File: src/rtl/player_jump_ctrl.sv
// rtl/player_jump_ctrl.sv - frame-rate player box motion controller (optional feature macro: DOUBLE_JUMP_EN)
module player_jump_ctrl #(
    parameter int pA       = 10,
    parameter int X_START  = 0,
    parameter int X_MAX    = 620,
    parameter int X_STEP   = 2,
    parameter int GROUND_Y = 220,
    parameter int JUMP_V   = 12,
    parameter int GRAV     = 1,
    parameter int MAX_FALL = 12
) (
    input  logic          clk,
    input  logic          rst,
    input  logic          frame_tick,
    input  logic          jump_key,
    input  logic          collide,
    output logic [pA-1:0] player_x,
    output logic [pA-1:0] player_y,
    output logic [1:0]    state,
    output logic          dead
);

    typedef enum logic [1:0] {
        S_IDLE = 2'b00,
        S_RUN  = 2'b01,
        S_AIR  = 2'b10,
        S_DEAD = 2'b11
    } state_t;

    localparam logic signed [7:0]    JUMP_VEL = 8'(JUMP_V);
    localparam logic signed [7:0]    GRAV_VEL = 8'(GRAV);
    localparam logic signed [7:0]    VEL_MIN  = 8'(-MAX_FALL);
    localparam logic signed [pA+1:0] GROUND_S = (pA+2)'(GROUND_Y);

    state_t                 state_q, state_d;
    logic [pA-1:0]          x_q, x_d;
    logic [pA-1:0]          y_q, y_d;
    logic signed [7:0]      vel_q, vel_d;
    logic                   key_q;
    logic                   pend_q, pend_d;
    logic                   press;
    logic                   pend;
    logic [pA:0]            x_sum;
    logic [pA-1:0]          x_adv;
    logic signed [pA+1:0]   y_ext;
    logic signed [pA+1:0]   vel_ext;
    logic signed [pA+1:0]   y_n;
    logic signed [7:0]      vel_dec;
`ifdef DOUBLE_JUMP_EN
    logic                   used_q, used_d;
`endif

    // A press coincident with the tick counts for that tick.
    assign press  = jump_key & ~key_q;
    assign pend   = pend_q | press;
    assign pend_d = frame_tick ? 1'b0 : pend;

    // X scroll with wrap back to the start column.
    assign x_sum = {1'b0, x_q} + (pA+1)'(X_STEP);
    assign x_adv = (x_sum > (pA+1)'(X_MAX)) ? pA'(X_START) : x_sum[pA-1:0];

    // Signed Y step, two guard bits so neither overshoot direction wraps.
    assign y_ext   = {2'b00, y_q};
    assign vel_ext = {{(pA-6){vel_q[7]}}, vel_q};
    assign y_n     = y_ext - vel_ext;
    assign vel_dec = vel_q - GRAV_VEL;

    assign player_x = x_q;
    assign player_y = y_q;
    assign state    = state_q;
    assign dead     = (state_q == S_DEAD);

    // State, position, velocity and key-edge registers.
    always_ff @(posedge clk) begin
        if (rst) begin
            state_q <= S_IDLE;
            x_q     <= pA'(X_START);
            y_q     <= pA'(GROUND_Y);
            vel_q   <= '0;
            key_q   <= 1'b0;
            pend_q  <= 1'b0;
`ifdef DOUBLE_JUMP_EN
            used_q  <= 1'b0;
`endif
        end else begin
            state_q <= state_d;
            x_q     <= x_d;
            y_q     <= y_d;
            vel_q   <= vel_d;
            key_q   <= jump_key;
            pend_q  <= pend_d;
`ifdef DOUBLE_JUMP_EN
            used_q  <= used_d;
`endif
        end
    end

    // Per-frame physics and state transitions; everything holds between ticks.
    always_comb begin
        state_d = state_q;
        x_d     = x_q;
        y_d     = y_q;
        vel_d   = vel_q;
`ifdef DOUBLE_JUMP_EN
        used_d  = used_q;
`endif
        if (frame_tick) begin
            case (state_q)
                S_IDLE: begin
                    if (pend) begin
                        state_d = S_RUN;
                    end
                end
                S_RUN: begin
                    if (collide) begin
                        state_d = S_DEAD;
                    end else begin
                        x_d = x_adv;
                        if (pend) begin
                            state_d = S_AIR;
                            vel_d   = JUMP_VEL;
                        end
                    end
                end
                S_AIR: begin
                    if (collide) begin
                        state_d = S_DEAD;
                    end else begin
                        x_d = x_adv;
                        if (y_n >= GROUND_S) begin
                            state_d = S_RUN;
                            y_d     = pA'(GROUND_Y);
                            vel_d   = '0;
`ifdef DOUBLE_JUMP_EN
                            used_d  = 1'b0;
`endif
                        end else begin
                            if (y_n[pA+1]) begin
                                y_d   = '0;
                                vel_d = '0;
                            end else begin
                                y_d   = y_n[pA-1:0];
                                vel_d = (vel_dec < VEL_MIN) ? VEL_MIN : vel_dec;
                            end
`ifdef DOUBLE_JUMP_EN
                            if (pend && !used_q) begin
                                vel_d  = JUMP_VEL;
                                used_d = 1'b1;
                            end
`endif
                        end
                    end
                end
                S_DEAD: begin
                    if (pend) begin
                        state_d = S_IDLE;
                        x_d     = pA'(X_START);
                        y_d     = pA'(GROUND_Y);
                        vel_d   = '0;
`ifdef DOUBLE_JUMP_EN
                        used_d  = 1'b0;
`endif
                    end
                end
                default: begin
                    state_d = S_IDLE;
                end
            endcase
        end
    end

endmodule

File: config.mk
export PLATFORM = sky130hd
export DESIGN_NAME = player_jump_ctrl
export DESIGN_NICKNAME = d
export VERILOG_FILES = /design/src/rtl/player_jump_ctrl.sv
export SDC_FILE = /design/constraint.sdc
export NUM_CORES = 1
export LEC_CHECK = 0
export ABC_AREA = 1
export CAP_MARGIN = 20
export CORE_UTILIZATION = 45
export CTS_CLUSTER_DIAMETER = 150
export DETAILED_ROUTE_END_ITERATION = 6
export PLACE_DENSITY_LB_ADDON = 0.05
export SLEW_MARGIN = 0
export SYNTH_ARGS = -nofsm -noshare
export SYNTH_HDL_FRONTEND = slang
export SYNTH_SLANG_ARGS = --single-unit
File: constraint.sdc
create_clock -name clk -period 2.1 [get_ports clk]
set_input_delay 0.42 -clock clk [delete_from_list [all_inputs] [get_ports clk]]
set_output_delay 0.42 -clock clk [all_outputs]
set_load 0.01 [all_outputs]
==> out/summary.txt <==
crit path max fanout: 3
drt pass-1 iters: 4
ys async rst share: 0%
max cap viols: 0
Initial Utilization: 48.18%
Top FF cell, synth: dfxtp_1
post-synth cell types: 32
final hold violation count: 0
failing checks: negative setup slack
period utilization: 112.9%
register bit total from synthesis: 31
synthesized area: 2336 sq um
Total Nets Final: 479
wire per inst: 13.37 microns
Synth Instances: 359
Detail Route Antenna Nets: 0
Clock Latency Late Sink: 0.29 ns
Comb pwr share: 39.6%
multi-input logic area: 1734 sq um
fillcell total: 400
clock-pin slew on the worst setup and hold paths: 0.07 ns
pin count of the biggest net entering global routing: 20
initial antenna violation count: 0
Commonest cells post-synth: nand2_1, inv_1, a21oi_1, dfxtp_1, nand3_1
Die Area: 5483 sq um
worst-case clock buffer depth: 2
simple-gate share of the synthesized area: 32.99%
Initial DRC Count: 154
Synth top area share: 26.57%
status: finished, violations left
IO Port Bufs: 26
most frequent cell after synthesis: nand2_1
GRT Residual Overflow: 0
register area share after synthesis: 26.57%
vias in the first global route: 2322
Worst Path Required: 2.26 ns
Vias: 2649
Syn Nets: 384
Clock Skew: 0.004257 ns
EDFF count, synth: 0
H-tree levels: 2
Vias per Instance: 5.075
FF/Latch Area: 628.1 sq um
Post-Synth Adder-Cell Area: 11.03%
clock group share of total power: 28.4%
largest area contributor in the netlist: dfxtp_1
P_sw: 0.6805 mW
f_max: 421.8 MHz
# diodes: 0
CTS tree: built
synth warn: 0
Compound-Gate Fraction of Synth Area: 14.09%
Internal: 1.252 mW
Die X-Extent: 74.05 microns
Flop pwr share: 32.1%
crit start category: register
critical path type: register to register
XOR/XNOR Fraction of Synth Area: 4.874%
Die Ht: 74.05 microns
PD cells: 547.2 nW/um^2
Mean Syn Cell Area: 6.507 sq um
Num Clock Sinks: 31
share of cells above drive strength 1: 30.55%
IO Pins: 28
crit path capture type: register
peak supply drop: 0.0003810 V
first-pass GRT wire length: 10630 microns
Max Slew Vio Count: 0
largest family of logic cells by synthesized area: simple AND/OR/NAND/NOR gates
LEAKAGE: 1.545 nW
CTS buffer count: 5
sw frac: 35.21%
Routed WL: 6981 microns
Post-DP HPWL: 5139 microns
synth top area cells: dfxtp_1, nand2_1, ha_1
core box area: 4848 sq um
Hold Path Class: register to register
# hold bufs at CTS: 0
post-layout min period: 2.371 ns
post-place instance area: 3112 sq um
post-route cell area: 3532 sq um
unrepaired setup endpoints after global routing: yes
row count: 25
Remaining DRCs: 0
area grow syn2layout: 51.21%
root buffer cell: clkbuf_8
GRT Util Overall: 25.69%
final setup fails: 18
Final Power: 1.933 mW
Worst EP arrival: 2.53 ns
multiplexer share of the synthesized area: 0%
Placer Congestion: 0.9037
Setup WS post-layout: -0.2706 ns
power by group through the flow:
stage / Combinational [mW] / Sequential [mW] / Clock, mW
6_report: 0.765 / 0.620 / 0.549
5_1_grt: 0.825 / 0.623 / 0.579
4_1_cts: 0.672 / 0.618 / 0.557
3_5_place_dp: 0.590 / 0.632 / 0
3_3_place_gp: 0.586 / 0.632 / 0
2_1_floorplan: 0.360 / 0.638 / 0
kinds of logic (layout without fill, tap and decap cells):
logic type      after synthesis  after routing
buf+inv                      61            157
other cells                   1              1
compound gates               60             60
fa+ha+maj                    20             20
flops                        31             31
xor+xnor                     13             13
simple gates                173            173
stage by stage:
step	setup TNS (ns)	hold WS [ns]	util (%)	setup slack [ns]	cells
after floorplan	0	0.4588	-	0.001913	359
after global placement	-2.087	0.4721	64.18	-0.1930	508
after detailed placement	-2.796	0.4784	64.18	-0.2286	508
after CTS	-2.825	0.4880	68.54	-0.2190	518
after global routing	-5.785	0.5121	72.85	-0.3799	522
final	-3.927	0.4867	72.85	-0.2706	522
flip-flops by register name (all words and copies together), names as in the netlist:
name	cells
player_y	10
player_x	9
vel_q	8
state	2
key_q	1
pend_q	1
worst max-delay path, stage by stage (launching register included):
cell and delay [ns]:
dfxtp_2 0.33, inv_2 0.06, ha_4 0.13, inv_4 0.03, fa_2 0.34, buf_4 0.15
buf_4 0.14, xor2_4 0.18, nand3_2 0.07, nand2_1 0.05, nand3_1 0.06, nand2_1 0.07
nand2_2 0.11, nand2_4 0.08, nor2_4 0.17, nand2_4 0.09, o22ai_2 0.10, nand2_1 0.08
layer usage:
metal	up-vias	global-route usage, %	routed length (microns)	part of all wire (%)
li1	1357	-	-	-
met1	1206	33.42	3160	45
met2	67	43.94	3411	49
met3	19	3.388	242	3.5
met4	0	8.120	165	2.4
met5	-	0	0	0
area by class of cell:
cell class	count	area share (%)
clock buffer	7	2.728
clock inverter	1	0.2125
inverter	56	6.093
multi-input combinational	267	49.10
sequential	31	17.78
tap	67	2.373
timing repair buffer	93	21.71
cell usage in the layout (no fill, tap or decap), drive strengths merged, types with 2 or more instances in the layout:
cell,instances
nor2,29
clkbuf,7
xor2,11
o211ai,3
nand4,10
nand2,91
inv,55
o21bai,2
xnor2,2
o22ai,3
dfxtp,31
a21oi,39
buf,67
clkdlybuf4s50,26
ha,19
o21ai,11
nor3,8
nand3,30
nand3b,2
final timing paths:
path               startpoint     endpoint  slack [ns]  cells past startpoint
setup / recovery  player_y[0]  player_y[7]       -0.27                     17
setup reg to reg  player_y[0]  player_y[7]       -0.27                     17
hold reg to reg   player_x[7]  player_x[7]        0.49                      2
hold / removal    player_x[7]  player_x[7]        0.49                      2
timing repair:
action                                  in CTS  in global routing
endpoints found under the setup margin      18                 21
gates resized for setup                     24                 37
pin swaps                                   18                 15
setup buffers                                2                  4
(Power assumes the default switching activity.)
